## src/rtl/pc_sequencer.sv

```systemverilog
// -----------------------------------------------------------------------------
// pc_sequencer
//
// Fetch-side controller that owns the program counter and sequences
// instruction fetch. It keeps at most one request outstanding to instruction
// memory (req/ack) and hands each fetched PC to decode over a valid/ready
// handshake. Branch/jump redirects replace the PC at once. A fetch that is
// already in flight when a redirect arrives is allowed to complete and is then
// discarded, so decode never sees a stale PC.
//
// Optional feature (compile-time macro PC_SEQ_ALIGN_CHECK_EN):
//   When defined, the block adds the output align_err. A redirect whose target
//   is not word aligned is ignored, and align_err pulses high for one cycle.
//   When undefined, every redirect target is accepted verbatim.
//
// Ports:
//   clk              in   system clock, all state changes on posedge
//   reset            in   synchronous, active-high reset
//   imem_req         out  fetch request, held with imem_addr stable until ack
//   imem_addr        out  fetch address [WIDTH]
//   imem_ack         in   memory completes the current request this cycle
//   fetch_valid      out  fetch_pc holds a fetched, non-stale PC
//   fetch_pc         out  PC of the presented fetch [WIDTH]
//   fetch_ready      in   decode accepts fetch_pc this cycle
//   redirect_valid   in   one-cycle redirect pulse
//   redirect_target  in   new PC on redirect [WIDTH]
//   align_err        out  (PC_SEQ_ALIGN_CHECK_EN only) misaligned redirect seen
//   pc               out  current architectural fetch PC [WIDTH]
// -----------------------------------------------------------------------------
module pc_sequencer #(
    parameter int unsigned      WIDTH    = 32,
    parameter logic [WIDTH-1:0] RESET_PC = '0,
    parameter int unsigned      INC      = 4
) (
    input  logic             clk,
    input  logic             reset,
    output logic             imem_req,
    output logic [WIDTH-1:0] imem_addr,
    input  logic             imem_ack,
    output logic             fetch_valid,
    output logic [WIDTH-1:0] fetch_pc,
    input  logic             fetch_ready,
    input  logic             redirect_valid,
    input  logic [WIDTH-1:0] redirect_target,
`ifdef PC_SEQ_ALIGN_CHECK_EN
    output logic             align_err,
`endif
    output logic [WIDTH-1:0] pc
);

    localparam logic [WIDTH-1:0] INC_W = WIDTH'(INC);

    typedef enum logic [1:0] {
        S_IDLE,
        S_REQ,
        S_WAIT_DEC,
        S_DRAIN
    } state_t;

    state_t           r_state;
    state_t           w_state_next;
    logic [WIDTH-1:0] r_pc;
    logic [WIDTH-1:0] w_pc_next;
    logic [WIDTH-1:0] r_addr;
    logic [WIDTH-1:0] w_addr_next;
    logic             r_fetch_valid;
    logic             w_fetch_valid_next;
    logic [WIDTH-1:0] r_fetch_pc;
    logic [WIDTH-1:0] w_fetch_pc_next;
    logic             w_redirect;

    // A redirect that is actually taken. With the alignment check built in,
    // a misaligned target is reported and otherwise ignored.
`ifdef PC_SEQ_ALIGN_CHECK_EN
    logic w_misaligned;
    logic r_align_err;

    assign w_misaligned = redirect_valid && (redirect_target[1:0] != 2'b00);
    assign w_redirect   = redirect_valid && !w_misaligned;
    assign align_err    = r_align_err;

    always_ff @(posedge clk) begin
        if (reset) begin
            r_align_err <= 1'b0;
        end else begin
            r_align_err <= w_misaligned;
        end
    end
`else
    assign w_redirect = redirect_valid;
`endif

    // -------------------------------------------------------------------------
    // Next-state / next-data logic
    // -------------------------------------------------------------------------
    // NOTE: every signal written here gets a default first, so no path through
    // the case statement can leave one unassigned and infer a latch.
    always_comb begin
        w_state_next       = r_state;
        w_pc_next          = r_pc;
        w_fetch_valid_next = r_fetch_valid;
        w_fetch_pc_next    = r_fetch_pc;

        case (r_state)
            S_IDLE: begin
                w_state_next = S_REQ;
            end
            S_REQ: begin
                if (w_redirect) begin
                    // An ack in the same cycle belongs to the old address and
                    // is discarded. Without one, the request must still run to
                    // completion before the new address can go out.
                    w_state_next = imem_ack ? S_REQ : S_DRAIN;
                end else if (imem_ack) begin
                    w_fetch_pc_next    = r_pc;
                    w_fetch_valid_next = 1'b1;
                    w_pc_next          = r_pc + INC_W;
                    w_state_next       = S_WAIT_DEC;
                end
            end
            S_WAIT_DEC: begin
                if (w_redirect) begin
                    w_state_next = S_REQ;
                end else if (r_fetch_valid && fetch_ready) begin
                    w_fetch_valid_next = 1'b0;
                    w_state_next       = S_REQ;
                end
            end
            S_DRAIN: begin
                if (imem_ack) begin
                    w_state_next = S_REQ;
                end
            end
            default: begin
                w_state_next = S_IDLE;
            end
        endcase

        // Redirect has priority over everything else in the same cycle. A held
        // fetch is dropped even if decode is ready to accept it right now.
        if (w_redirect) begin
            w_pc_next          = redirect_target;
            w_fetch_valid_next = 1'b0;
        end
    end

    // The address register is loaded only on the way into REQ. It therefore
    // equals pc throughout REQ and keeps the old address throughout DRAIN.
    always_comb begin
        w_addr_next = r_addr;
        if (w_state_next == S_REQ) begin
            w_addr_next = w_pc_next;
        end
    end

    // -------------------------------------------------------------------------
    // State registers
    // -------------------------------------------------------------------------
    // NOTE: sequential state uses non-blocking assignments, so every register
    // samples pre-edge values and the result does not depend on block order.
    always_ff @(posedge clk) begin
        if (reset) begin
            r_state       <= S_IDLE;
            r_pc          <= RESET_PC;
            r_addr        <= RESET_PC;
            r_fetch_valid <= 1'b0;
            r_fetch_pc    <= '0;
        end else begin
            r_state       <= w_state_next;
            r_pc          <= w_pc_next;
            r_addr        <= w_addr_next;
            r_fetch_valid <= w_fetch_valid_next;
            r_fetch_pc    <= w_fetch_pc_next;
        end
    end

    // -------------------------------------------------------------------------
    // Outputs
    // -------------------------------------------------------------------------
    assign imem_req    = (r_state == S_REQ) || (r_state == S_DRAIN);
    assign imem_addr   = r_addr;
    assign fetch_valid = r_fetch_valid;
    assign fetch_pc    = r_fetch_pc;
    assign pc          = r_pc;

endmodule

```

## config.mk

```make
export PLATFORM = sky130hd
export DESIGN_NAME = pc_sequencer
export DESIGN_NICKNAME = d
export VERILOG_FILES = /design/src/rtl/pc_sequencer.sv
export SDC_FILE = /design/constraint.sdc
export NUM_CORES = 1
export LEC_CHECK = 0
export BUFFER_PORTS_ARGS = -buffer_cell sky130_fd_sc_hd__buf_4
export CORE_ASPECT_RATIO = 0.6
export CORE_UTILIZATION = 46
export CTS_CLUSTER_SIZE = 30
export DETAILED_ROUTE_END_ITERATION = 10
export PLACE_DENSITY_LB_ADDON = 0.25
export SLEW_MARGIN = 40
export SYNTH_ARGS = -nofsm -noshare
export SYNTH_HDL_FRONTEND = slang
export SYNTH_SLANG_ARGS = --single-unit
export TNS_END_PERCENT = 10
```

## constraint.sdc

```tcl
create_clock -name clk -period 1.95 [get_ports clk]
set_input_delay 0.195 -clock clk [delete_from_list [all_inputs] [get_ports clk]]
set_output_delay 0.195 -clock clk [all_outputs]
set_load 0.01 [all_outputs]
```

==> qor_table.md <==
| Item | Value | Unit |
|:---|:---|:---|
| Post-Syn Area per Cell | 8.41 | µm² |
| Class of the tightest hold or removal check | in2reg | - |
| Arrival time at the worst endpoint | 2.18 | ns |
| Share of final-layout standard cells stronger than drive strength 1 | 35.8 | % |
| Residual DRC count | 0 | - |
| FF-to-FF path depth | 5 | - |
| Setup repair after global routing missed its margin | true | - |
| Peak clock frequency supported by timing | 517 | MHz |
| Antenna violations before repair | 0 | - |
| Synth warnings | 0 | - |
| DP HPWL | 11,300 | µm |
| Antenna Nets Post-Route | 0 | - |
| Area fraction of the dominant cell type after synthesis | 46.5 | % |
| Top post-synthesis cells by area | sky130_fd_sc_hd__dfxtp_1, sky130_fd_sc_hd__nand2_1, sky130_fd_sc_hd__a21oi_1 | - |
| Post-Synth Adder-Cell Area | 0.294 | % |
| Launch point of the worst path | pc[26] | - |
| Site row count | 26 | - |
| Mapped Nets | 545 | - |
| Synth Area in Compound Gates | 18.0 | % |
| Xor-xnor portion of the synthesized cell area | 2.05 | % |
| Io pins | 135 | - |
| Total GRT Usage | 31.1 | % |
| Pleak | 2.62 | nW |
| Post-route fraction of the period consumed by the critical path | 99.2 | % |
| Final number of setup-violating endpoints | 0 | - |
| Critical R2R Launch | pc[26] | - |
| # Max-Cap Violations | 0 | - |
| Number of clock buffers inserted by TritonCTS | 9 | - |
| Total global routing overflow | 0 | - |
| Power density over cell area | 787 | mW/mm² |
| Number of slew-limit violations in the final report | 0 | - |
| Antenna diode instance count | 0 | - |
| Clock latency on the worst-skew pair | 0.35 | ns |
| Maximum net fanout on the critical path | 6 | - |
| Die span in x | 126 | µm |
| Peak supply drop | 0.447 | mV |
| Post-synthesis sequential area ratio | 46.5 | % |
| EDFF count, synth | 0 | - |
| Flip-flop and latch count after synthesis | 99 | - |
| Buffer levels on the longest clock path | 2 | - |
| Critical Path Sink Type | register | - |
| Number of buffers inserted by port buffering | 134 | - |
| Synthesis-to-layout area growth | 44.3 | % |
| Combinational family with the most area after synthesis | simple AND/OR/NAND/NOR gates | - |
| Iter 0 DRT Violations | 461 | - |
| Synthesized instance count | 507 | - |
| Number of hold violations in the final report | 0 | - |
| Launch instance of the worst min-delay path | redirect_target[17] | - |
| Pin count of the biggest net entering global routing | 45 | - |
| Overall power of the completed layout | 4.84 | mW |
| Area enclosed by the die boundary | 0.00967 | mm² |
| Post-layout minimum cycle time | 1.93 | ns |
| Clock root buffer | sky130_fd_sc_hd__clkbuf_16 | - |
| Slew HR | 58.3 | % |
| Worst r2r dst | imem_addr[30] | - |
| DR vias | 4,603 | - |
| Initial Utilization | 48.7 | % |
| Total routed wirelength | 14,900 | µm |
| Worst setup slack for register-to-register paths | 0.02 | ns |
| Data required, critical path | 2.20 | ns |
| Result of the run | completed | - |
| Die Ht | 76.6 | µm |
| WL per Instance | 18.6 | µm |
| Share of flip-flops with an asynchronous set or reset | 0 | % |
| Total core area | 0.00875 | mm² |
| Most common cell in the netlist | sky130_fd_sc_hd__dfxtp_1 | - |
| Final nets | 721 | - |
| CTS tree | done | - |
| Register clock-pin slew on the reported worst setup and hold paths | 0.07 | ns |
| Transition at the pin with the smallest max-transition slack | 0.621 | ns |
| Type of the worst setup path | reg2reg | - |
| DR pass1 iterations | 5 | - |
| Most numerous cell types in the synthesized netlist | sky130_fd_sc_hd__dfxtp_1, sky130_fd_sc_hd__nand2_1, sky130_fd_sc_hd__a21oi_1 | - |
| Clock H-tree levels | 3 | - |
| Largest area contributor in the netlist | sky130_fd_sc_hd__dfxtp_1 | - |
| WHS Path Cells | 3 | - |
| Distinct cell type count after synthesis | 58 | - |
| Area share of and/or/nand/nor cells after synthesis | 27.1 | % |
| Worst setup skew after layout | 0.00870 | ns |
| Type of element launching the critical path | register | - |
| WHS | 0.106 | ns |
| Global-route wire length before repair | 22,600 | µm |
| Multiplexer share of the synthesized area | 1.67 | % |
| Post-Syn Area | 0.00426 | mm² |
| CTS sink count | 99 | - |
| Main flop type after synthesis | sky130_fd_sc_hd__dfxtp_1 | - |
| Placer congestion estimate | 0.953 | - |
| Via-to-Cell Ratio | 5.75 | - |
| Via count of the first global-routing pass | 4,028 | - |
| Worst Hold Path EP | pc[17] | - |
stage by stage:
step	util [%]	setup slack [ns]	TNS, ns	instance area [µm²]	cells
6_report	70.3	0.0151	0	6150	800
5_1_grt	70.3	-0.0507	-0.151	6150	800
4_1_cts	69.3	0.0352	0	6060	797
3_5_place_dp	66.0	0.00482	0	5770	781
3_3_place_gp	66.0	0.0163	0	5770	781
2_1_floorplan	-	0.00344	0	4270	507
kinds of logic (layout without fill, tap and decap cells):
group | count (synthesis) | in the layout
AO/OA/AOI/OAI | 115 | 115
AND/OR/NAND/NOR | 230 | 230
buffers and inverters | 45 | 226
adder cells (fa/ha/maj) | 1 | 1
multiplexers | 7 | 7
flip-flops | 99 | 99
XOR/XNOR | 10 | 10
critical path, stage by stage (launching register included):
cell and delay [ns]:
sky130_fd_sc_hd__dfxtp_1 0.53, sky130_fd_sc_hd__nand4_1 0.18, sky130_fd_sc_hd__nor2_1 0.36, sky130_fd_sc_hd__o22ai_1 0.15, sky130_fd_sc_hd__or3_1 0.42, sky130_fd_sc_hd__a21o_1 0.19
layout make-up:
cell class | instances | area [µm²]
Tap cell | 112 | 140
Clock inverter | 7 | 57.6
Fill cell | 700 | 2600
Clock buffer | 9 | 225
Sequential cell | 99 | 1990
Multi-Input combinational cell | 363 | 2150
Timing Repair Buffer | 202 | 1550
Inverter | 8 | 30.0
cell usage in the layout (no fill, tap or decap), types with 3 or more instances in the layout:
cell	instances
sky130_fd_sc_hd__buf_4	197
sky130_fd_sc_hd__dfxtp_1	91
sky130_fd_sc_hd__nand2_1	89
sky130_fd_sc_hd__a21oi_1	42
sky130_fd_sc_hd__nor2_1	36
sky130_fd_sc_hd__nor3_1	21
sky130_fd_sc_hd__nand3b_1	13
sky130_fd_sc_hd__nand3_1	11
sky130_fd_sc_hd__nand4_1	10
sky130_fd_sc_hd__o21ai_0	10
sky130_fd_sc_hd__clkbuf_16	9
sky130_fd_sc_hd__dfxtp_2	8
sky130_fd_sc_hd__inv_1	7
sky130_fd_sc_hd__o41ai_1	7
sky130_fd_sc_hd__o22a_1	7
sky130_fd_sc_hd__xnor2_1	7
sky130_fd_sc_hd__and4_1	6
sky130_fd_sc_hd__nor4_1	6
sky130_fd_sc_hd__mux2i_1	6
sky130_fd_sc_hd__a31oi_1	5
sky130_fd_sc_hd__o31a_1	5
sky130_fd_sc_hd__nor3b_1	5
sky130_fd_sc_hd__a21o_1	5
sky130_fd_sc_hd__and2_1	4
sky130_fd_sc_hd__or4_1	4
sky130_fd_sc_hd__o21bai_1	4
sky130_fd_sc_hd__a311oi_1	4
sky130_fd_sc_hd__or3_1	3
sky130_fd_sc_hd__o21a_1	3
sky130_fd_sc_hd__nor2b_1	3
sky130_fd_sc_hd__nand2b_1	3
sky130_fd_sc_hd__xor2_1	3
sky130_fd_sc_hd__a211oi_1	3
sky130_fd_sc_hd__inv_6	3
sky130_fd_sc_hd__buf_6	3
routing by layer:
layer  part of all wire, %  track usage [%]  wire length [µm]  up-vias
li1                      -                -                 -     2170
met1                    49             49.1              7360     2159
met2                    38             40.0              5720      256
met3                    11             8.08              1670       18
met4                   1.1             9.16               163        0
met5                     0                0                 0        -
power breakdown:
part | leakage (nW) | total, mW | internal (mW) | switching (mW)
clock network | 0.135 | 1.72 | 0.886 | 0.831
registers | 0.816 | 2.26 | 2.15 | 0.105
logic | 1.67 | 0.869 | 0.421 | 0.449
state kept, by name, summed over array words and instances (netlist names):
register and count:
r_state 2, fetch_valid 1, fetch_pc 32, imem_addr 32, pc 32
how the worst max path moves through the flow:
| stage | endpoint | slack (ns) | cells past startpoint |
|---|---|---|---|
| global route | imem_addr[26] | -0.05 | 6 |
| CTS | imem_addr[26] | 0.04 | 6 |
| finish | imem_addr[30] | 0.02 | 5 |
| floorplan | imem_addr[26] | 0.003 | 6 |
| global placement | imem_addr[28] | 0.02 | 5 |
| detailed placement | imem_addr[13] | 0.005 | 7 |
repair_timing:
action	CTS	global route
setup endpoints to repair	2	22
endpoints found under the hold margin	0	0
buffers inserted	0	3
pin swaps	0	5
gates cloned	0	0
hold buffers	0	0
gates resized for setup	2	19
Power figures use the tool's default switching activity.
